`src/rtl/data_mem_access_pkg.sv`:
```
// Shared types and constants for the data-memory access controller.
package data_mem_access_pkg;

    // Datapath word width used throughout the core.
    localparam int MA_INTERNAL_BITS = 16;

    typedef enum logic [1:0] {
        MA_IDLE  = 2'd0,
        MA_READ  = 2'd1,
        MA_WRITE = 2'd2
    } ma_state_e;

endpackage

```
`src/rtl/data_mem_addr_gen.sv`:
```
// Burst address register and beat down-counter shared by the read and write paths.
module data_mem_addr_gen #(
    parameter int ADDR_BITS = 13,
    parameter int LEN_BITS  = 8
) (
    input  logic                 clk,
    input  logic                 rst,
    input  logic                 load,
    input  logic [ADDR_BITS-1:0] load_addr,
    input  logic [LEN_BITS-1:0]  load_len,
    input  logic                 step,
    output logic [ADDR_BITS-1:0] addr,
    output logic                 cnt_zero
);

    logic [ADDR_BITS-1:0] addr_q;
    logic [LEN_BITS-1:0]  cnt_q;

    // Address wraps naturally at 2^ADDR_BITS.
    always_ff @(posedge clk or posedge rst) begin
        if (rst) begin
            addr_q <= '0;
            cnt_q  <= '0;
        end else if (load) begin
            addr_q <= load_addr;
            cnt_q  <= load_len;
        end else if (step) begin
            addr_q <= addr_q + ADDR_BITS'(1);
            if (cnt_q != '0)
                cnt_q <= cnt_q - LEN_BITS'(1);
        end
    end

    assign addr     = addr_q;
    assign cnt_zero = (cnt_q == '0);

endmodule

```
`src/rtl/data_mem_access.sv`:
```
// Burst read/write controller for the single-address data memory; the memory's
// registered Data_out doubles as the read response holding register.
module data_mem_access
    import data_mem_access_pkg::*;
#(
    parameter int ADDR_BITS = 13,
    parameter int DATA_BITS = MA_INTERNAL_BITS,
    parameter int LEN_BITS  = 8
) (
    input  logic                 CLK,
    input  logic                 RST,
    input  logic                 req_valid,
    output logic                 req_ready,
    input  logic                 req_write,
    input  logic [ADDR_BITS-1:0] req_addr,
    input  logic [LEN_BITS-1:0]  req_len,
    input  logic                 wr_valid,
    output logic                 wr_ready,
    input  logic [DATA_BITS-1:0] wr_data,
    output logic                 rd_valid,
    input  logic                 rd_ready,
    output logic [DATA_BITS-1:0] rd_data,
    output logic                 rd_last,
    output logic                 busy,
    output logic                 mem_Read_enable,
    output logic                 mem_Write_enable,
    output logic [ADDR_BITS-1:0] mem_Address,
    output logic [DATA_BITS-1:0] mem_Write_data,
    input  logic [DATA_BITS-1:0] mem_Data_out
);

    ma_state_e            state_q, state_d;
    logic                 pend_q, last_q;
    logic                 load, step, cnt_zero;
    logic [ADDR_BITS-1:0] addr_q;

    data_mem_addr_gen #(
        .ADDR_BITS(ADDR_BITS),
        .LEN_BITS (LEN_BITS)
    ) u_addr_gen (
        .clk      (CLK),
        .rst      (RST),
        .load     (load),
        .load_addr(req_addr),
        .load_len (req_len),
        .step     (step),
        .addr     (addr_q),
        .cnt_zero (cnt_zero)
    );

    always_ff @(posedge CLK or posedge RST) begin
        if (RST)
            state_q <= MA_IDLE;
        else
            state_q <= state_d;
    end

    always_comb begin
        state_d          = state_q;
        req_ready        = 1'b0;
        wr_ready         = 1'b0;
        mem_Read_enable  = 1'b0;
        mem_Write_enable = 1'b0;
        load             = 1'b0;
        step             = 1'b0;
        case (state_q)
            MA_IDLE: begin
                req_ready = 1'b1;
                if (req_valid) begin
                    load    = 1'b1;
                    state_d = req_write ? MA_WRITE : MA_READ;
                end
            end
            MA_WRITE: begin
                wr_ready = 1'b1;
                if (wr_valid) begin
                    mem_Write_enable = 1'b1;
                    step             = 1'b1;
                    if (cnt_zero)
                        state_d = MA_IDLE;
                end
            end
            MA_READ: begin
                // A new read would overwrite Data_out, so wait until the held beat is taken.
                if (!pend_q || rd_ready) begin
                    mem_Read_enable = 1'b1;
                    step            = 1'b1;
                    if (cnt_zero)
                        state_d = MA_IDLE;
                end
            end
            default: state_d = MA_IDLE;
        endcase
    end

    always_ff @(posedge CLK or posedge RST) begin
        if (RST) begin
            pend_q <= 1'b0;
            last_q <= 1'b0;
        end else if (mem_Read_enable) begin
            pend_q <= 1'b1;
            last_q <= cnt_zero;
        end else if (rd_ready) begin
            pend_q <= 1'b0;
        end
    end

    assign rd_valid       = pend_q;
    assign rd_data        = mem_Data_out;
    assign rd_last        = pend_q & last_q;
    assign busy           = (state_q != MA_IDLE) | pend_q;
    assign mem_Address    = addr_q;
    assign mem_Write_data = wr_data;

endmodule

```
`config.mk`:
```
export PLATFORM = sky130hd
export DESIGN_NAME = data_mem_access
export DESIGN_NICKNAME = d
export VERILOG_FILES = /design/src/rtl/data_mem_access_pkg.sv /design/src/rtl/data_mem_addr_gen.sv /design/src/rtl/data_mem_access.sv
export SDC_FILE = /design/constraint.sdc
export NUM_CORES = 1
export LEC_CHECK = 0
export CAP_MARGIN = 25
export CORE_AREA = 2 2 76 78
export CTS_CLUSTER_SIZE = 28
export DETAILED_ROUTE_END_ITERATION = 6
export DIE_AREA = 0 0 78 80
export PLACE_DENSITY = 0.83
export SLEW_MARGIN = 20
export SYNTH_ARGS = -nofsm -noshare
export SYNTH_HDL_FRONTEND = slang
export SYNTH_SLANG_ARGS = --single-unit
```
`constraint.sdc`:
```
create_clock -name CLK -period 2 [get_ports CLK]
set_input_delay 0.4 -clock CLK [delete_from_list [all_inputs] [get_ports CLK]]
set_output_delay 0.4 -clock CLK [all_outputs]
set_load 0.01 [all_outputs]
```
== Word level (Yosys, flattened, before mapping) ==
Index checks and enable logic that the tools add are counted.
Cells by class
  add/subtract/negate cells: 2
  bitwise gates (word level): 2
  equal/unequal tests: 5
  reductions and logical operators: 11
  multiplexer cells: 22
Operator list (number)
  13-bit two-way mux: 2
  8-bit two-way mux: 3
  13-bit by 1-bit adder with 13-bit output (second input constant): 1
  1-bit two-way mux: 10
  2-bit two-way mux: 5
  8-bit logical NOT: 1
  2-bit nonzero test: 4
  8-bit nonzero test: 1
  8-bit by 1-bit subtractor with 8-bit output (second input constant): 1
  2-bit inequality test (second input constant): 3
  2-bit case mux with 3 select lines: 1
  3-bit AND reduction: 1
  2-bit by 1-bit equality test with 1-bit output (second input constant): 1
  2-bit equality test (second input constant): 1
  2-bit logical NOT: 1
  1-bit case mux with 2 select lines: 1
  2-bit AND reduction: 1
  1-bit bitwise AND: 1
  1-bit logical NOT: 1
  1-bit logical OR: 1
  1-bit OR: 1
Storage, ports and cells
  output and inout bits: 52
  word-level logic and storage cells: 47
  flip-flop bits (word level): 25
  input port bits: 59

== Longest topological paths before layout ==
  depth after elaboration: 6
  depth in mapped cells: 8
  depth with buffers taken out: 6

== Cells and area by module ==
From an unflattened synthesis, not the netlist that was laid out.
Second synthesis, totals
  cell total of the unflattened synthesis: 195
  area total of the unflattened synthesis: 1726.7 um^2
Modules (own cells, without submodules)
  data_mem_addr_gen: area each 1194.9 um^2, instances 1, cells an instance 133
  data_mem_access: area each 531.8 um^2, instances 1, cells an instance 62

== Worst setup path before layout ==
Ideal clock, no wire load.
  path type: register to register
  start: register u_addr_gen.cnt_q[4]
  end: register state_q[0]
  library setup time: 0.124 ns
  arrival time: 2.016 ns
  stages on the path, launching flop included: 6
  buffers on the path: 1
  path slack: -0.140 ns
  path through: dfrtp_1 -> or4_4 -> or4b_4 -> buf_6 -> a221o_2 -> mux2i_1
On the way
  word-level cells in the longest chain between the ends: 4
  elaborated cells between the ends (all ways): 5
  those cells by class: mux: 4; reduce/logical: 1
RTL lines
  from (decl): RTL line data_mem_addr_gen.sv:17  | logic [LEN_BITS-1:0] cnt_q;
  from (signal assigned): RTL line data_mem_addr_gen.sv:26  | cnt_q <= load_len;
  from (signal assigned): RTL line data_mem_addr_gen.sv:30  | cnt_q <= cnt_q - LEN_BITS'(1);
  8-bit logical NOT (*): RTL line data_mem_addr_gen.sv:35  | assign cnt_zero = (cnt_q == '0);
  2-bit two-way mux (*)
  2-bit two-way mux, on equally long branches
  2-bit case mux with 3 select lines (*)
  to (signal assigned): RTL line data_mem_access.sv:55  | state_q <= state_d;
  to (decl): RTL line data_mem_access.sv:32  | ma_state_e state_q, state_d;
Mark *: on every way between the ends. The rest lies on a longest branch, timed or not. The select of a mux whose other input is x is not followed.
A chain may end at the register's enable or synchronous reset.

== Worst setup path in the final report ==
  start: register u_addr_gen.cnt_q[3]
  end: register state_q[0]
Same word-level chain as after synthesis.

==> results.tsv <==
metric	value	unit
cts hold-fix bufs	0	
Post-Synth Simple-Gate Area	24.0	%
Net Count, Synth	272	
Synth area leader	dfrtp_1	
PortBufs	46	
iteration count of the initial detailed-routing pass	5	
initial core utilization	32.8	%
clock buffer depth	2	
required time worst endpoint	2.16	ns
DIE HEIGHT	80	µm
Pwr Total	3.14	mW
Yosys reg bits	25	
Setup CP Type	register to register	
largest family of logic cells by synthesized area	simple AND/OR/NAND/NOR gates	
TritonCTS Sinks	25	
final wirelength	4490	µm
Final period util	105	%
slowest CP cell	or4_4	
pin count of the biggest net entering global routing	37	
vias in the first global route	1501	
synth unique cells	36	
final hold viol count	0	
power per cell area	1350	nW/µm²
Util after Layout	43.1	%
syn_area_per_cell	8.58	µm²
clock transition at the registers of the reported paths	0.08	ns
Setup crit start kind	register	
total CTS buffers	3	
Stages on worst setup path	4	
DR vias/cell	5.27	
CTS root buffer	clkbuf_8	
CTS tree	yes	
routability cong.	0.855	
die width	78	µm
IO Pins	111	
Synth Area in XOR/XNOR	0.493	%
post-DP HPWL	3190	µm
worst hold path type	primary input to async pin	
Yosys top cell area share	35.2	%
Nets	299	
number of buffers and inverters on the critical path	0	
crit-path cells	or4_4, or4b_4, a221o_2, mux2i_1	
ANT nets after route	0	
clock insertion delay at the later pin of the skew report	0.27	ns
# fillers	547	
r2r worst-path depth	4	
worst setup margin	-0.107	ns
global-route wire length before repair	6950	µm
multi-input logic area	910	µm²
core area	5410	µm²
clk_skew	0.00383	ns
top cells by area, synth	dfrtp_1, buf_4, a31oi_1	
diode count	0	
Max-Cap Viols	0	
Synth warnings	0	
area grow syn2layout	31.3	%
critical path arrival	2.26	ns
via count	1606	
residual overflow from global routing	0	
Fmax achieved	475	MHz
Setup-failing EPs final	3	
failing checks	setup timing	
Final Max Tran Viols	0	
die area	6240	µm²
Crit path max-delay family	simple AND/OR/NAND/NOR gates	
# rows	27	
Adder-Cell Fraction of Synth Area	4.23	%
Syn Inst Count	207	
run status	complete, but fails checks	
Max IR drop VDD	0.000741	V
biggest cell delay along the critical path	0.54	ns
Design Area, Final	2330	µm²
crit path time final	2.11	ns
crit path max fanout	4	
RSZ-0062 raised after global routing	yes	
Reg area	626	µm²
Worst Tran Pin Value	0.334	ns
GRT Util Overall	13.9	%
share of layout cells above drive strength 1	18.0	%
DRT iter0 DRCs	107	
P_leak	0.935	nW
DP Area	2200	µm²
initial antenna violation count	0	
Mapped Area	1780	µm²
mux share of post-synthesis cell area	1.13	%
Synth Area in Compound Gates	16.7	%
DRC violations left	0	
H-tree levels	1	
CP endpoint kind	register	
Seq/Total Area, Yosys	35.2	%
Max transition margin	77.8	%
WHS	0.473	ns
post-DR wirelength/cell	14.7	µm
[metrics by stage]
step / std cells / TNS, ns / worst slack, ns
global placement: 300 / -0.735 / -0.0906
finish: 305 / -0.243 / -0.107
floorplan: 207 / -0.266 / -0.133
global route: 305 / -0.470 / -0.156
CTS: 304 / -0.714 / -0.112
detailed placement: 300 / -1.46 / -0.141
[worst reg2reg max path, stage by stage (launching register included)]
cell and delay, ns:
dfrtp_1 0.40, or4_4 0.54, or4b_4 0.53, a221o_2 0.39
mux2i_1 0.13
[cell usage after synthesis, drive strengths merged]
cell and n:
nor2 19, or4b 1, and3 3, or3 3
a221o 1, inv 11, o41ai 2, a31oi 17
o211ai 2, dfrtp 25, o21ai 7, a31o 2
nor4b 1, buf 34, nand2b 4, xnor2 1
and4 1, a311oi 1, and2 3, nand3 11
nand4b 2, ha 6, or4 14, o22ai 2
mux2i 2, o31ai 9, clkbuf 7, and2b 1
nand2 14, a21oi 1
[path summary, 6_finish.rpt]
kind / slack, ns / from / end
setup / recovery: -0.11 / u_addr_gen.cnt_q[3] / state_q[0]
hold / removal: 0.47 / RST / u_addr_gen.addr[11]
setup reg to reg: -0.11 / u_addr_gen.cnt_q[3] / state_q[0]
hold reg to reg: 0.49 / last_q / last_q
max in group asynchronous: 1.28 / RST / u_addr_gen.addr[7]
min in group CLK: 0.49 / last_q / last_q
[routing by layer]
metal  wire length (µm)  part of all wire (%)  track usage [%]  up-vias
met3                302                   6.7             4.19        6
met2               2190                    49             22.2       72
met4                 23                  0.51             4.39        0
met1               1970                    44             18.0      753
li1                   -                     -                -      775
met5                  0                     0                0        -
[area by class of cell]
cell class | instances | area share, %
inverters | 11 | 1.77
multi-input cells | 130 | 39.0
repair buffers | 63 | 26.5
clock buffers | 3 | 1.77
well taps | 72 | 3.86
flip-flops and latches | 25 | 26.8
clock inverters | 1 | 0.215
[cells in the final DEF, fill, tap and decap left out, types with 2 or more instances in the layout]
master,count
ha_4,2
a31oi_1,15
o41ai_1,2
clkdlybuf4s50_1,44
and2_1,3
dlymetal6s2s_1,2
clkbuf_8,3
o31ai_1,8
inv_2,2
o21ai_0,6
mux2i_1,2
and3_1,2
o22ai_1,2
nor2_1,19
o211ai_1,2
ha_1,3
or3_1,3
or4_4,6
inv_1,9
nand2_1,14
nand3_1,11
buf_12,2
buf_4,15
nand2b_1,3
dfrtp_1,25
nand4b_1,2
or4_1,7
a31oi_2,2
[cells by family (layout without fill, tap and decap cells)]
group / Yosys count / in the layout
AOI/OAI and AO/OA: 44 / 44
xor gates and xnor gates: 1 / 1
adders and majority gates: 6 / 6
buffers and inverters: 52 / 78
DFF: 25 / 25
muxes: 2 / 2
and+or+nand+nor: 77 / 77
[what timing repair did]
item | in CTS | in global routing
gates resized for setup | 3 | 15
endpoints found under the hold margin | 0 | 0
buffers inserted | 0 | 1
setup endpoints to repair | 15 | 22
cloned | 0 | 0
pin swaps | 1 | 6
[report_power, final]
| part | internal (mW) | switching (mW) |
|---|---|---|
| Sequential | 0.744 | 0.283 |
| Clock | 0.140 | 0.163 |
| Combinational | 0.941 | 0.870 |
[sequential cells by signal, indices dropped and copies added (netlist names)]
signal	cells
last_q	1
rd_valid	1
state_q	2
u_addr_gen.addr	13
u_addr_gen.cnt_q	8
No activity file was read; power rests on OpenSTA's default activity.
==> patch 1: new RTL, config.mk and constraints unchanged <==
The 3 states of `ma_state_e` get a one-hot encoding in 3 bits.
--- a/src/rtl/data_mem_access_pkg.sv
+++ b/src/rtl/data_mem_access_pkg.sv
@@ -6,6 +6,6 @@
 
-    typedef enum logic [1:0] {
-        MA_IDLE  = 2'd0,
-        MA_READ  = 2'd1,
-        MA_WRITE = 2'd2
+    typedef enum logic [2:0] {
+        MA_IDLE  = 3'b001,
+        MA_READ  = 3'b010,
+        MA_WRITE = 3'b100
     } ma_state_e;
Check against the original RTL: same outputs for any inputs over 10 cycles, from zero or initial values and one cycle with RST high; not proved beyond that.
==> patch 1 against the unedited design <==
  * Area after synthesis shrank 0.85%
  * Clock power about the same
  * Design area decreased by 6.0%
  * Combinational power down 19%
  * Sequential cell count is 1 higher
  * Power decreased by 11%
  * Routed wire length down 14%
  * Setup slack improved by 0.20 ns
  * Die area unchanged
  * Critical endpoint is now wr_ready
  * Highest routed layer unchanged
==> patch 1: results (changes against the unedited design) <==
.. list-table::
   :header-rows: 1

   * - Metric
     - Value
   * - End of the worst register-to-register path
     - u_addr_gen.cnt_q[3]
   * - Nets in the synthesized netlist
     - 259 (-4.8%)
   * - Final weighted congestion in routability-driven placement
     - 0.775 (-9.4%)
   * - Total Nets Final
     - 284 (-5.0%)
   * - Sequential area share after synthesis
     - 0.370 (+0.0179)
   * - Layout cells sized above 1
     - 0.131 (-0.0490)
   * - Reg2reg start
     - u_addr_gen.cnt_q[0]
   * - Aggregate global-route resource usage
     - 0.121 (-0.0181)
   * - DR WL/cell
     - 13.2 um (-11%)
   * - Vias after detailed routing
     - 1,397 (-13%)
   * - Source of the critical timing path
     - state_q[1]
   * - Area contributors post-synth
     - dfrtp_1 (36%), buf_4 (14%), xnor2_1 (7.0%), nand2_1 (5.5%), o21ai_0 (4.0%)
   * - Pin count of the biggest net entering global routing
     - 35 (-5.4%)
   * - Synth cell types
     - 41 (+14%)
   * - Worst-path fanout max
     - 5 (+1)
   * - HPWL after detailed placement
     - 2900 um (-9.0%)
   * - Max rail drop VDD
     - 0.000625 V (-16%)
   * - Top cells by instance count after synthesis
     - buf_4 (32), nand2_1 (26), dfrtp_1 (25), o21ai_0 (14), xnor2_1 (14)
   * - Status
     - completed
   * - Logic depth of the worst register-to-register path
     - 7 (+3)
   * - Worst setup timing slack at the placement stage
     - -0.159 ns (-0.0174 ns)
   * - Arrival @ worst endpoint
     - 1.50 ns (-0.76 ns)
   * - Filler cell count in the final layout
     - 574 (+4.9%)
   * - Wire length of the first global-routing pass
     - 6030 um (-13%)
   * - Highest cell delay on the worst timing path
     - 0.57 ns (+0.03 ns)
   * - Violation count after the first detailed-route iteration
     - 36 (-66%)
[patch 1: cell types whose count changed after synthesis, sizes merged, moves of 5 or more]
cell    before  now
a31oi       17    2
clkbuf       7    2
inv         11    3
nand2       14   26
nor2        19   10
nor3         0    9
nor3b        0    6
o21ai        7   18
o31ai        9    0
or4         14    4
xnor2        1   14
[patch 1: worst max-delay path: cells and delay by family (launching register included)]
| kind | cells | cell delay, ns |
|---|---|---|
| buffers and inverters | 1 | 0.57 |
| flip-flops | 1 | 0.46 |
| AND/OR/NAND/NOR | 1 | 0.22 |
[patch 1: stage by stage]
step | std cells | hold WS (ns) | util | area, um^2
after floorplan | 197 | 0.439 | - | 1760
after global placement | 287 | 0.486 | 0.392 | 2120
after detailed placement | 287 | 0.494 | 0.392 | 2120
after CTS | 291 | 0.490 | 0.402 | 2170
after global routing | 293 | 0.538 | 0.406 | 2190
final | 293 | 0.479 | 0.406 | 2190
[patch 1: cell type report]
| type | instances | share of cell area |
|---|---|---|
| sequential | 26 | 0.298 |
| clock buffer | 4 | 0.0205 |
| timing repair buffer | 59 | 0.258 |
| inverter | 3 | 0.00514 |
| multi-input combinational | 129 | 0.377 |
| tap | 72 | 0.0411 |
[patch 1: how the worst max path moves through the flow]
stage / end / slack (ns)
after floorplan: u_addr_gen.cnt_q[1] / 0.30
after global placement: u_addr_gen.cnt_q[6] / -0.09
after detailed placement: u_addr_gen.cnt_q[6] / -0.16
after CTS: busy / -0.06
after global routing: wr_ready / 0.03
final: wr_ready / 0.1
[patch 1: routing by layer]
layer	share of wire	up-vias	wire length, um	GRT usage
met2	0.49	43	1890	0.209
li1	-	689	-	-
met1	0.44	659	1700	0.148
met3	0.059	6	226	0.0328
met5	0	-	0	0
met4	0.0080	0	31	0.0351
[patch 1: what timing repair did]
item / CTS / global route
setup endpoints to repair: 5 / 2
resized for setup: 6 / 4
pin swaps: 0 / 0
buffers inserted: 0 / 2
[patch 1: logic make-up after synthesis]
| group | share of synthesized area |
|---|---|
| flip-flops | 0.370 |
| AND/OR/NAND/NOR | 0.249 |
| XOR/XNOR | 0.0697 |
| multiplexers | 0.0299 |
| buffers and inverters | 0.169 |
| adder cells (fa/ha/maj) | 0.0213 |
| AO/OA/AOI/OAI | 0.0910 |
[patch 1: power by group]
part / switching [mW] / leakage, nW / total [mW] / internal (mW)
logic: 0.657 / 0.504 / 1.46 / 0.801
clock network: 0.159 / 0.0228 / 0.301 / 0.142
registers: 0.250 / 0.318 / 1.02 / 0.773
==> patch 2: new RTL, same flow settings <==
Without the edit above. The package constant `MA_INTERNAL_BITS` goes from 16 to 32.
--- a/src/rtl/data_mem_access_pkg.sv
+++ b/src/rtl/data_mem_access_pkg.sv
@@ -4,3 +4,3 @@
     // Datapath word width used throughout the core.
-    localparam int MA_INTERNAL_BITS = 16;
+    localparam int MA_INTERNAL_BITS = 32;
 
Ports: changed (resized mem_Data_out, mem_Write_data, rd_data and wr_data); port bits go from 111 to 175. No check against the original RTL was run, so the function may have changed too.
==> patch 2 against the unedited design <==
  * Clock skew increased by 0.0045 ns
  * Highest routed layer unchanged
  * Design area increased by 2.1%
  * Routed wire length grew 9.2%
  * The flow still finishes with violations (negative setup slack)
  * Sequential cell count stayed put
  * Count of clock-buffer cells in the layout stayed put
  * Power grew 1.6%
  * Area after synthesis increased by 14%
  * Setup slack better by 0.011 ns
  * Cell count is 3.0% higher
  * Largest cell class unchanged
==> patch 2: results (changes against the unedited design) <==
.. list-table::
   :header-rows: 1

   * - Metric
     - Value
   * - Sequential area share after synthesis
     - 0.310 (-0.0420)
   * - Total CTS buffers
     - 3 (unchanged)
   * - Via count of the first global-routing pass
     - 1,602 (+6.7%)
   * - Wire length of the first global-routing pass
     - 7530 um (+8.4%)
   * - Filler cell count in the final layout
     - 545 (-0.37%)
   * - Clock input transition at the sequential cells of the worst setup and hold paths
     - 0.10 ns (+0.02 ns)
   * - Syn Inst Count
     - 239 (+15%)
   * - Syn-to-layout area delta
     - 18.1%
   * - Nets in the synthesized netlist
     - 336 (+24%)
   * - Worst-path fanout max
     - 3 (-1)
   * - Total Nets Final
     - 340 (+14%)
   * - Area contributors post-synth
     - dfrtp_1 (31%), buf_4 (24%), a31oi_1 (5.3%), or4_1 (4.5%), ha_1 (3.7%)
   * - Aggregate global-route resource usage
     - 0.150 (+0.0112)
   * - Clock buffer and inverter area fraction after layout
     - 0.0210 (+0.00117)
   * - Placed cell count
     - 303 (+1.0%)
   * - Vias after detailed routing
     - 1,680 (+4.6%)
   * - Layout cells sized above 1
     - 0.194 (+0.0140)
   * - Final weighted congestion in routability-driven placement
     - 0.800 (-6.5%)
   * - Worst-case setup margin in the final layout
     - -0.0960 ns (+0.0110 ns)
   * - Non-clock buffer share of cell area
     - 0.282 (+0.0172)
   * - Static power due to leakage
     - 0.972 nW (+3.9%)
   * - Maximum root-to-sink buffer count
     - 2 (unchanged)
   * - Worst setup timing slack at the placement stage
     - -0.189 ns (-0.0472 ns)
   * - Status
     - finished with violations
   * - Total power per unit cell area
     - 1340 mW/mm^2 (-0.51%)
   * - Synth warnings
     - 0 (unchanged)
   * - Number of signal-net buffers in the layout
     - 72 (+14%)
   * - Violation count after the first detailed-route iteration
     - 115 (+7.5%)
   * - Top cells by instance count after synthesis
     - buf_4 (64), dfrtp_1 (25), nor2_1 (19), a31oi_1 (17), nand2_1 (14)
   * - Failing checks
     - negative setup slack
   * - Layout sequential cell count
     - 25 (unchanged)
   * - Via density
     - 5.35 (+1.6%)
   * - Slew at the pin closest to its max-slew limit
     - 0.374 ns (+0.0399 ns)
   * - Multi-input gates
     - 130 (unchanged)
   * - Finish-stage setup viols
     - 9 (+6)
   * - Skew final
     - 0.00829 ns (+0.00446 ns)
   * - Total negative slack
     - -0.476 ns (-0.233 ns)
   * - Max rail drop VDD
     - 0.000543 V (-27%)
==> patch 2: cell count changes after synthesis, sizes merged <==
cell | before | now
buf | 34 | 66
==> patch 2: power by group <==
group          switching [mW]  internal (mW)  leakage [nW]  total (mW)
Clock                   0.183          0.147        0.0261       0.329
Combinational           0.887          0.954         0.657        1.84
Sequential              0.276          0.743         0.289        1.02
Total                    1.35           1.84         0.972        3.19
==> patch 2: worst min-delay path, cell delays in order <==
cell             delay [ns]
clkdlybuf4s50_1        0.40
inv_1                  0.05
buf_4                  0.30
==> patch 2: path summary, 6_finish.rpt <==
check	slack [ns]	from	depth (start not counted)	end
min in group CLK	0.50	last_q	2	last_q
min reg2reg	0.50	last_q	2	last_q
min	0.46	RST	3	rd_valid
max	-0.1	u_addr_gen.cnt_q[3]	4	state_q[1]
max in group asynchronous	1.29	RST	3	u_addr_gen.cnt_q[6]
max reg2reg	-0.1	u_addr_gen.cnt_q[3]	4	state_q[1]
==> patch 2: routing by layer <==
metal | share of wire | track usage | vias up
met1 | 0.41 | 0.181 | 801
met2 | 0.47 | 0.246 | 58
met3 | 0.077 | 0.0305 | 30
met5 | 0 | 0 | -
met4 | 0.043 | 0.0930 | 0
li1 | - | - | 791
==> patch 2: cells by family (layout without fill, tap and decap cells) <==
logic type / after synthesis / count (layout) / synth area share
compound gates: 44 / 44 / 0.147
simple gates: 77 / 77 / 0.212
flops: 25 / 25 / 0.310
xor+xnor: 1 / 1 / 0.00435
fa+ha+maj: 6 / 6 / 0.0372
mux: 2 / 2 / 0.00993
buf+inv: 84 / 87 / 0.279
==> patch 2: what timing repair did <==
| item | in CTS | in global routing |
|---|---|---|
| setup buffers | 2 | 4 |
| gates cloned | 0 | 1 |
| pin swaps | 2 | 5 |
| gates resized for setup | 2 | 19 |
| setup endpoints to repair | 8 | 23 |
